===== config.mk =====
export PLATFORM = sky130hd
export DESIGN_NAME = vt_mux_scan_seq_flat
export DESIGN_NICKNAME = d
export VERILOG_FILES = /design/src/rtl/vt_mux_scan_if.sv /design/src/rtl/vt_mux_scan_seq.sv /design/src/flat_wrapper.sv
export SDC_FILE = /design/constraint.sdc
export NUM_CORES = 1
export LEC_CHECK = 0
export ABC_CLOCK_PERIOD_IN_PS = 2400
export CAP_MARGIN = 30
export CORE_ASPECT_RATIO = 1.5
export CORE_MARGIN = 2
export CORE_UTILIZATION = 40
export CTS_CLUSTER_DIAMETER = 60
export DETAILED_ROUTE_END_ITERATION = 8
export GPL_ROUTABILITY_DRIVEN = 1
export PLACE_DENSITY_LB_ADDON = 0.25
export SETUP_SLACK_MARGIN = 0.5
export SLEW_MARGIN = 20
export SYNTH_ARGS = -nofsm -noshare
export SYNTH_HDL_FRONTEND = slang
export SYNTH_SLANG_ARGS = --single-unit

===== constraint.sdc =====
create_clock -name clk -period 2.4 [get_ports clk]
set_input_delay 0.48 -clock clk [delete_from_list [all_inputs] [get_ports clk]]
set_output_delay 0.48 -clock clk [all_outputs]
set_load 0.005 [all_outputs]

===== src/rtl/vt_mux_scan_if.sv =====
// Control/read-back bundle between the mux scan sequencer and its user.
// The slave side is the sequencer; the master side drives the requests
// and the mux output z, and observes the mux controls and assembled word.
interface vt_mux_scan_if #(
   parameter int DIVW = 8
);
   logic            start;
   logic            stop;
   logic            cont;
   logic            dir;
   logic [2:0]      len;
   logic [DIVW-1:0] div;
   logic            z;
   logic [2:0]      s;
   logic            e_n;
   logic            bit_stb;
   logic            busy;
   logic [7:0]      dout;
   logic            dout_vld;
   logic            frame_done;

   modport master (
      output start, stop, cont, dir, len, div, z,
      input  s, e_n, bit_stb, busy, dout, dout_vld, frame_done
   );

   modport slave (
      input  start, stop, cont, dir, len, div, z,
      output s, e_n, bit_stb, busy, dout, dout_vld, frame_done
   );
endinterface


===== src/rtl/vt_mux_scan_seq.sv =====
// Scan sequencer for an 8-to-1 TTL-style mux: steps the select through
// 0..len (or len..0), holds each slot for div+1 cycles, samples z on the
// last cycle of each slot and publishes the assembled word at frame end.
module vt_mux_scan_seq #(
   parameter int DIVW = 8
) (
   input  logic          clk,
   input  logic          rst,
   vt_mux_scan_if.slave  bus
);

   typedef enum logic [0:0] {
      ST_IDLE = 1'b0,
      ST_RUN  = 1'b1
   } state_t;

   state_t          state_r,  state_s;
   logic [2:0]      s_r,      s_s;
   logic [2:0]      len_sh_r, len_sh_s;
   logic            dir_sh_r, dir_sh_s;
   logic [DIVW-1:0] div_sh_r, div_sh_s;
   logic [DIVW-1:0] presc_r,  presc_s;
   logic [7:0]      cap_r,    cap_s;
   logic [7:0]      dout_r,   dout_s;
   logic            vld_r,    vld_s;
   logic            e_n_r,    e_n_s;
   logic            busy_r,   busy_s;
   logic            tick_s;
   logic            last_s;
   logic [7:0]      merged_s;

   // Mask keeping bits 0..l of the assembled word.
   function automatic logic [7:0] len_mask(input logic [2:0] l);
      logic [7:0] m;
      m = 8'h00;
      for (int k = 0; k < 8; k++) begin
         if (k <= int'(l)) begin
            m[k] = 1'b1;
         end else begin
            m[k] = 1'b0;
         end
      end
      return m;
   endfunction

   // Slot tick, final-slot detect and capture word with the current z merged in.
   always_comb begin
      tick_s   = (state_r == ST_RUN) && (presc_r == {DIVW{1'b0}});
      last_s   = dir_sh_r ? (s_r == 3'd0) : (s_r == len_sh_r);
      merged_s = cap_r;
      merged_s[s_r] = bus.z;
   end

   // Next-state and next-register values for the scan FSM.
   always_comb begin
      state_s  = state_r;
      s_s      = s_r;
      len_sh_s = len_sh_r;
      dir_sh_s = dir_sh_r;
      div_sh_s = div_sh_r;
      presc_s  = presc_r;
      cap_s    = cap_r;
      dout_s   = dout_r;
      vld_s    = 1'b0;
      case (state_r)
         ST_IDLE: begin
            if (bus.start && !bus.stop) begin
               state_s  = ST_RUN;
               len_sh_s = bus.len;
               dir_sh_s = bus.dir;
               div_sh_s = bus.div;
               s_s      = bus.dir ? bus.len : 3'd0;
               presc_s  = bus.div;
               cap_s    = 8'h00;
            end else begin
               state_s  = ST_IDLE;
            end
         end
         ST_RUN: begin
            if (bus.stop) begin
               // Abort: drop the frame without publishing anything.
               state_s = ST_IDLE;
            end else if (tick_s) begin
               cap_s = merged_s;
               if (last_s) begin
                  dout_s = merged_s & len_mask(len_sh_r);
                  vld_s  = 1'b1;
                  if (bus.cont) begin
                     // Back-to-back frame: fresh settings, no idle gap.
                     len_sh_s = bus.len;
                     dir_sh_s = bus.dir;
                     div_sh_s = bus.div;
                     s_s      = bus.dir ? bus.len : 3'd0;
                     presc_s  = bus.div;
                     cap_s    = 8'h00;
                  end else begin
                     state_s  = ST_IDLE;
                  end
               end else begin
                  s_s     = dir_sh_r ? (s_r - 3'd1) : (s_r + 3'd1);
                  presc_s = div_sh_r;
               end
            end else begin
               presc_s = presc_r - {{(DIVW-1){1'b0}}, 1'b1};
            end
         end
         default: begin
            state_s = ST_IDLE;
         end
      endcase
      e_n_s  = (state_s != ST_RUN);
      busy_s = (state_s == ST_RUN);
   end

   // State and datapath registers with synchronous reset.
   always_ff @(posedge clk) begin
      if (rst) begin
         state_r  <= ST_IDLE;
         s_r      <= 3'd0;
         len_sh_r <= 3'd0;
         dir_sh_r <= 1'b0;
         div_sh_r <= {DIVW{1'b0}};
         presc_r  <= {DIVW{1'b0}};
         cap_r    <= 8'h00;
         dout_r   <= 8'h00;
         vld_r    <= 1'b0;
         e_n_r    <= 1'b1;
         busy_r   <= 1'b0;
      end else begin
         state_r  <= state_s;
         s_r      <= s_s;
         len_sh_r <= len_sh_s;
         dir_sh_r <= dir_sh_s;
         div_sh_r <= div_sh_s;
         presc_r  <= presc_s;
         cap_r    <= cap_s;
         dout_r   <= dout_s;
         vld_r    <= vld_s;
         e_n_r    <= e_n_s;
         busy_r   <= busy_s;
      end
   end

   assign bus.s          = s_r;
   assign bus.e_n        = e_n_r;
   assign bus.busy       = busy_r;
   assign bus.bit_stb    = tick_s;
   assign bus.dout       = dout_r;
   assign bus.dout_vld   = vld_r;
   assign bus.frame_done = vld_r;

endmodule


===== src/flat_wrapper.sv =====
// flat-port wrapper written by rule: the top's interface ports become plain ports
module vt_mux_scan_seq_flat 
#(
   parameter int DIVW = 8
)
  (clk, rst, bus_start, bus_stop, bus_cont, bus_dir, bus_len, bus_div, bus_z, bus_s, bus_e_n, bus_bit_stb, bus_busy, bus_dout, bus_dout_vld, bus_frame_done);
  vt_mux_scan_if #(.DIVW(DIVW)) bus_i ();
  input  logic clk;
  input  logic rst;
  input wire logic [$bits(bus_i.start)-1:0] bus_start;
  input wire logic [$bits(bus_i.stop)-1:0] bus_stop;
  input wire logic [$bits(bus_i.cont)-1:0] bus_cont;
  input wire logic [$bits(bus_i.dir)-1:0] bus_dir;
  input wire logic [$bits(bus_i.len)-1:0] bus_len;
  input wire logic [$bits(bus_i.div)-1:0] bus_div;
  input wire logic [$bits(bus_i.z)-1:0] bus_z;
  output wire logic [$bits(bus_i.s)-1:0] bus_s;
  output wire logic [$bits(bus_i.e_n)-1:0] bus_e_n;
  output wire logic [$bits(bus_i.bit_stb)-1:0] bus_bit_stb;
  output wire logic [$bits(bus_i.busy)-1:0] bus_busy;
  output wire logic [$bits(bus_i.dout)-1:0] bus_dout;
  output wire logic [$bits(bus_i.dout_vld)-1:0] bus_dout_vld;
  output wire logic [$bits(bus_i.frame_done)-1:0] bus_frame_done;
  assign bus_i.start = bus_start;
  assign bus_i.stop = bus_stop;
  assign bus_i.cont = bus_cont;
  assign bus_i.dir = bus_dir;
  assign bus_i.len = bus_len;
  assign bus_i.div = bus_div;
  assign bus_i.z = bus_z;
  assign bus_s = bus_i.s;
  assign bus_e_n = bus_i.e_n;
  assign bus_bit_stb = bus_i.bit_stb;
  assign bus_busy = bus_i.busy;
  assign bus_dout = bus_i.dout;
  assign bus_dout_vld = bus_i.dout_vld;
  assign bus_frame_done = bus_i.frame_done;
  vt_mux_scan_seq #(.DIVW(DIVW)) u_core (.clk(clk), .rst(rst), .bus(bus_i));
endmodule

# == Word-level counts from Yosys, hierarchy flattened ==
# Index checks and enable logic that the tools add are counted.
# totals
ff_bits,42
output_inout_bits,16
word_cells,133
# op_classes
add_sub_neg,3
magnitude_cmp,9
eq_ne,8
muxes,86
bitwise_logic,5
n_reduce_logical,12
# ops
cell,n
two-way mux 8 bit,13
two-way mux 1 bit,52
case mux 8 bit (2 select lines),3
two-way mux 3 bit,12
"less-or-equal comparator 3 bit, first input constant",4
case mux 3 bit (2 select lines),2
AND 8 bit,1
bitwise mux 8 bit,1
zero test 8 bit,1
"!= test 2 bit, second input constant",4
AND reduction 4 bit,2
"subtractor 8 x 1 -> 8 bit, second input constant",1
"less-or-equal comparator 2 x 3 -> 1 bit, first input constant",2
AND reduction 3 bit,2
AND reduction 5 bit,1
"< comparator 3 x 4 -> 1 bit, second input constant",1
"!= test 4 bit, second input constant",1
inverter 1 bit,4
case mux 1 bit (2 select lines),2
OR reduction 4 bit,1
"adder 3 x 1 -> 3 bit, second input constant",1
demux 1 bit (select 3 bit),1
== test 3 bit,1
">= comparator 3 x 1 -> 1 bit, second input constant",1
other kinds (7),9

# == Longest topological paths before layout ==
# depth
ltp_word,10
ltp_mapped,9
ltp_nobuf,8

# == Worst setup path before layout ==
# OpenSTA, ideal clock, no wires.
# synth_path
path_type,register to register
start,reg u_core.presc_r[0]
end,"reg u_core.dout_r[0], in the netlist u_core.bus.dout[0]"
setup_time_ns,0.067
arrival_ns,2.079
setup_slack_ns,0.254
path_stages_with_launch,9
period_less_slack_ns,2.146
cell_sequence,dfxtp_1 > inv_1 > ha_1 > nor3b_2 > nand3_1 > or3_1 > buf_6 > or2_1 > a21oi_2
# synth_via
elab_chain_len,3
# synth_lines
item,line,rtl
"start, declared",vt_mux_scan_seq.sv:22,"logic [DIVW-1:0] presc_r, presc_s;"
"start signal, assigned",vt_mux_scan_seq.sv:123,presc_r <= {DIVW{1'b0}};
"start signal, assigned",vt_mux_scan_seq.sv:135,presc_r <= presc_s;
zero test 8 bit,vt_mux_scan_seq.sv:48,tick_s = (state_r == ST_RUN) && (presc_r == {DIVW{1'b0}});
logical AND 1 bit,vt_mux_scan_seq.sv:48,
AND reduction 4 bit (no line),n/a,
"end signal, assigned",vt_mux_scan_seq.sv:137,dout_r <= dout_s;
"end, declared",vt_mux_scan_seq.sv:24,"logic [7:0] dout_r, dout_s;"
# No other way between the ends.
# A chain may end at the register's enable or synchronous reset.

# == Final worst setup path ==
# layout_path
start,reg u_core.presc_r[0]
end,out bus_bit_stb
# layout_via
elab_chain_len,2
# layout_lines
item,line,rtl
zero test 8 bit,vt_mux_scan_seq.sv:48,
logical AND 1 bit,vt_mux_scan_seq.sv:48,
"end, declared",flat_wrapper.sv:19,output wire logic [$bits(bus_i.bit_stb)-1:0] bus_bit_stb;
# No other way between the ends.

==> metrics <==
Routed WL=approximately 6400 µm; Reg2Reg Launch Point=u_core.presc_r[0]; # rows=33; worst hold start=u_core.bus.dout[2]; Most common cell on crit path=inv_2; Syn. warnings=0; Netlist cell types=52; Initial Utilization=40.92%; Crit Path Max Fanout=3; routability congestion estimate=approximately 0.8; post-synthesis sequential area ratio=37.99%; Final HPWL DP=between 4000 and 5000 µm; Layout Cells excl Fill=399; Area after DPL=about 2700 µm²; outcome=completed; clk sinks=42; main combinational cell family by area after synthesis=simple AND/OR/NAND/NOR gates; Worst R2R Setup Slack=approximately 0.37 ns; CP startpoint=u_core.presc_r[0]; core area=5409 µm²; post-synthesis mux area share=under 10%; Post-Synth XOR/XNOR Area=2.770%; slew at the pin closest to its max-slew limit=0.3472 ns; setup TNS=0 ns; nets=348; gr usage total=20.71%; first-pass GRT wire length=9853 µm; Port Buf Inserts=33; minimum clock period after layout=roughly 2.1 ns; Slew Limit Fails=0; crit share post-route=86.94%; width of the die=about 65 µm; layout cells sized above 1=33.43%; routed len/inst=16.02 µm; crit path launch type=register; count leader, synth=dfxtp_1; vias in the first global route=between 2000 and 2500; post-synth top area share=37.99%; post-synth top area cell=dfxtp_1; Placement Setup Slack=0.1840 ns; total grt overflow=0; latest clock arrival within the worst-skew pair=0.30 ns; antenna violations before repair=0; Clock H-tree levels=2; Final Setup Violations=0; Worst VDD drop=422.1 µV; Syn Nets=274; Slowest-stage cell, CP=dfxtp_2; CTS Hold Buffers Added=0; Post-synth top cells=dfxtp_1 (42), nor2_1 (36), nand2_1 (27); Post-synth top flop=dfxtp_1; clk root buf=clkbuf_8; largest cells by area after synthesis=dfxtp_1 (38%), mux2i_1 (9.0%), nor2_1 (6.1%); ANT cells=0; Max clock buf depth=2; post-route ant nets=0; Avg Inst Size Synth=8.714 µm²; Area growth, synth to finish=50.54%; maximum clock frequency=479.3 MHz; leakage=1.244 nW; max_cap viols=0; final core occ=61.60%; clock slew at reported path FFs=0.09 ns; Crit. End Element=output pin; Slowest Stage Delay on Critical Path=0.35 ns; number of synthesized flops with an enable pin=0; Pwr Density=547.3 nW/µm²; Yosys reg bits=42; DR vias=2194; worst-case clock skew=between 0.006 and 0.007 ns; post-synthesis compound-gate area fraction=20.07%; die footprint=6157 µm²; Worst EP required=around 1.9 ns; Mapped Cells=between 200 and 300; cts bufs inserted=5; Hold Fails Final Rpt=0; 1st-iter DRT viols=around 150; CTS tree=built; I/O pins=34; Pre-antenna DRT Iters=4; Synth Area in Simple Gates=between 20% and 30%; synthesized area=between 2000 and 2500 µm²; Hold Path Class=register to register; Post-synth ARST share=0%; RSZ-0062 raised after global routing=true; DRC=0; post-synthesis adder-cell area fraction=1.470%; crit path DAT=1.61 ns; fin area=3332 µm²; Placed Cells=approximately 360; pin count of the biggest net entering global routing=22; final setup margin=0.3134 ns; slew margin rel.=76.77%; crit path cell chain=inv_2, ha_4, nor3b_4, nand3_4, inv_2, buf_4, buf_6; die height=95.11 µm; delay-heaviest family, CP=buffers and inverters; WS Path Type=register to output pin; drt via density=5.499; WP buf/inv=4
-- state kept, by name (all words and copies together) (netlist names) --
signal               count
u_core.bus.dout_vld      1
u_core.state_r           1
u_core.bus.s             3
u_core.bus.e_n           1
u_core.div_sh_r          8
u_core.cap_r             8
u_core.presc_r           8
u_core.bus.dout          8
u_core.dir_sh_r          1
u_core.len_sh_r          3
-- through the flow --
stage / hold slack, ns / power (mW)
6_report: 0.4572 / 1.824
5_1_grt: 0.4792 / 1.904
4_1_cts: 0.4608 / 1.711
3_5_place_dp: 0.4462 / 1.173
3_3_place_gp: 0.4386 / 1.169
2_1_floorplan: 0.4317 / 1.036
-- where the power goes --
group,switching [mW],leakage [nW],total [mW],internal (mW)
registers,0.0337,0.346,0.758,0.724
clock network,0.275,0.0447,0.485,0.210
logic,0.286,0.853,0.581,0.294
total,0.595,1.24,1.82,1.23
-- cell type report --
class	instances	area (µm²)
clock buffers	5	68.82
clock inverters	3	25.02
fillers	446	2077
inverters	9	36.28
multi-input cells	188	1491
flip-flops and latches	42	859.6
well taps	70	87.58
repair buffers	82	763.2
-- worst paths after layout --
kind | cells past startpoint | to
min | 2 | u_core.bus.dout[2]
max reg2reg | 14 | u_core.cap_r[4]
max | 7 | bus_bit_stb
min reg2reg | 2 | u_core.bus.dout[2]
-- tightest hold or removal path: stages, from the launching register on --
cell     delay, ns
dfxtp_1       0.32
nand2_1       0.05
a21oi_1       0.05
-- cell usage in the layout (no fill, tap or decap), types with 5 or more instances in the layout --
master and count:
nand3_1 6, a21oi_1 11, inv_1 5, clkbuf_8 5, buf_4 33, mux2i_1 20
nor2_1 33, clkdlybuf4s50_1 32, dfxtp_1 35, nor3_1 5, o2bb2ai_2 8, nand2_1 26
o21ai_0 6, buf_6 16
-- routing by layer --
metal	up-vias	wire (µm)	global-route usage, %
li1	1059	-	-
met1	1070	2469	23.08
met2	51	3527	38.83
met3	14	164	2.952
met4	0	231	8.333
met5	-	0	0
-- logic make-up (layout without fill, tap and decap cells) --
family	Yosys count	in the layout
simple gates	104	104
buf+inv	24	99
xor+xnor	7	7
compound gates	54	54
flops	42	42
mux	21	21
fa+ha+maj	2	2
-- repair_timing --
action / CTS / global route
setup endpoints to repair: 43 / 34
pin swaps: 12 / 15
resized for setup: 34 / 37
setup buffers: 19 / 14
endpoints found under the hold margin: 0 / 0
(Power assumes the default switching activity.)
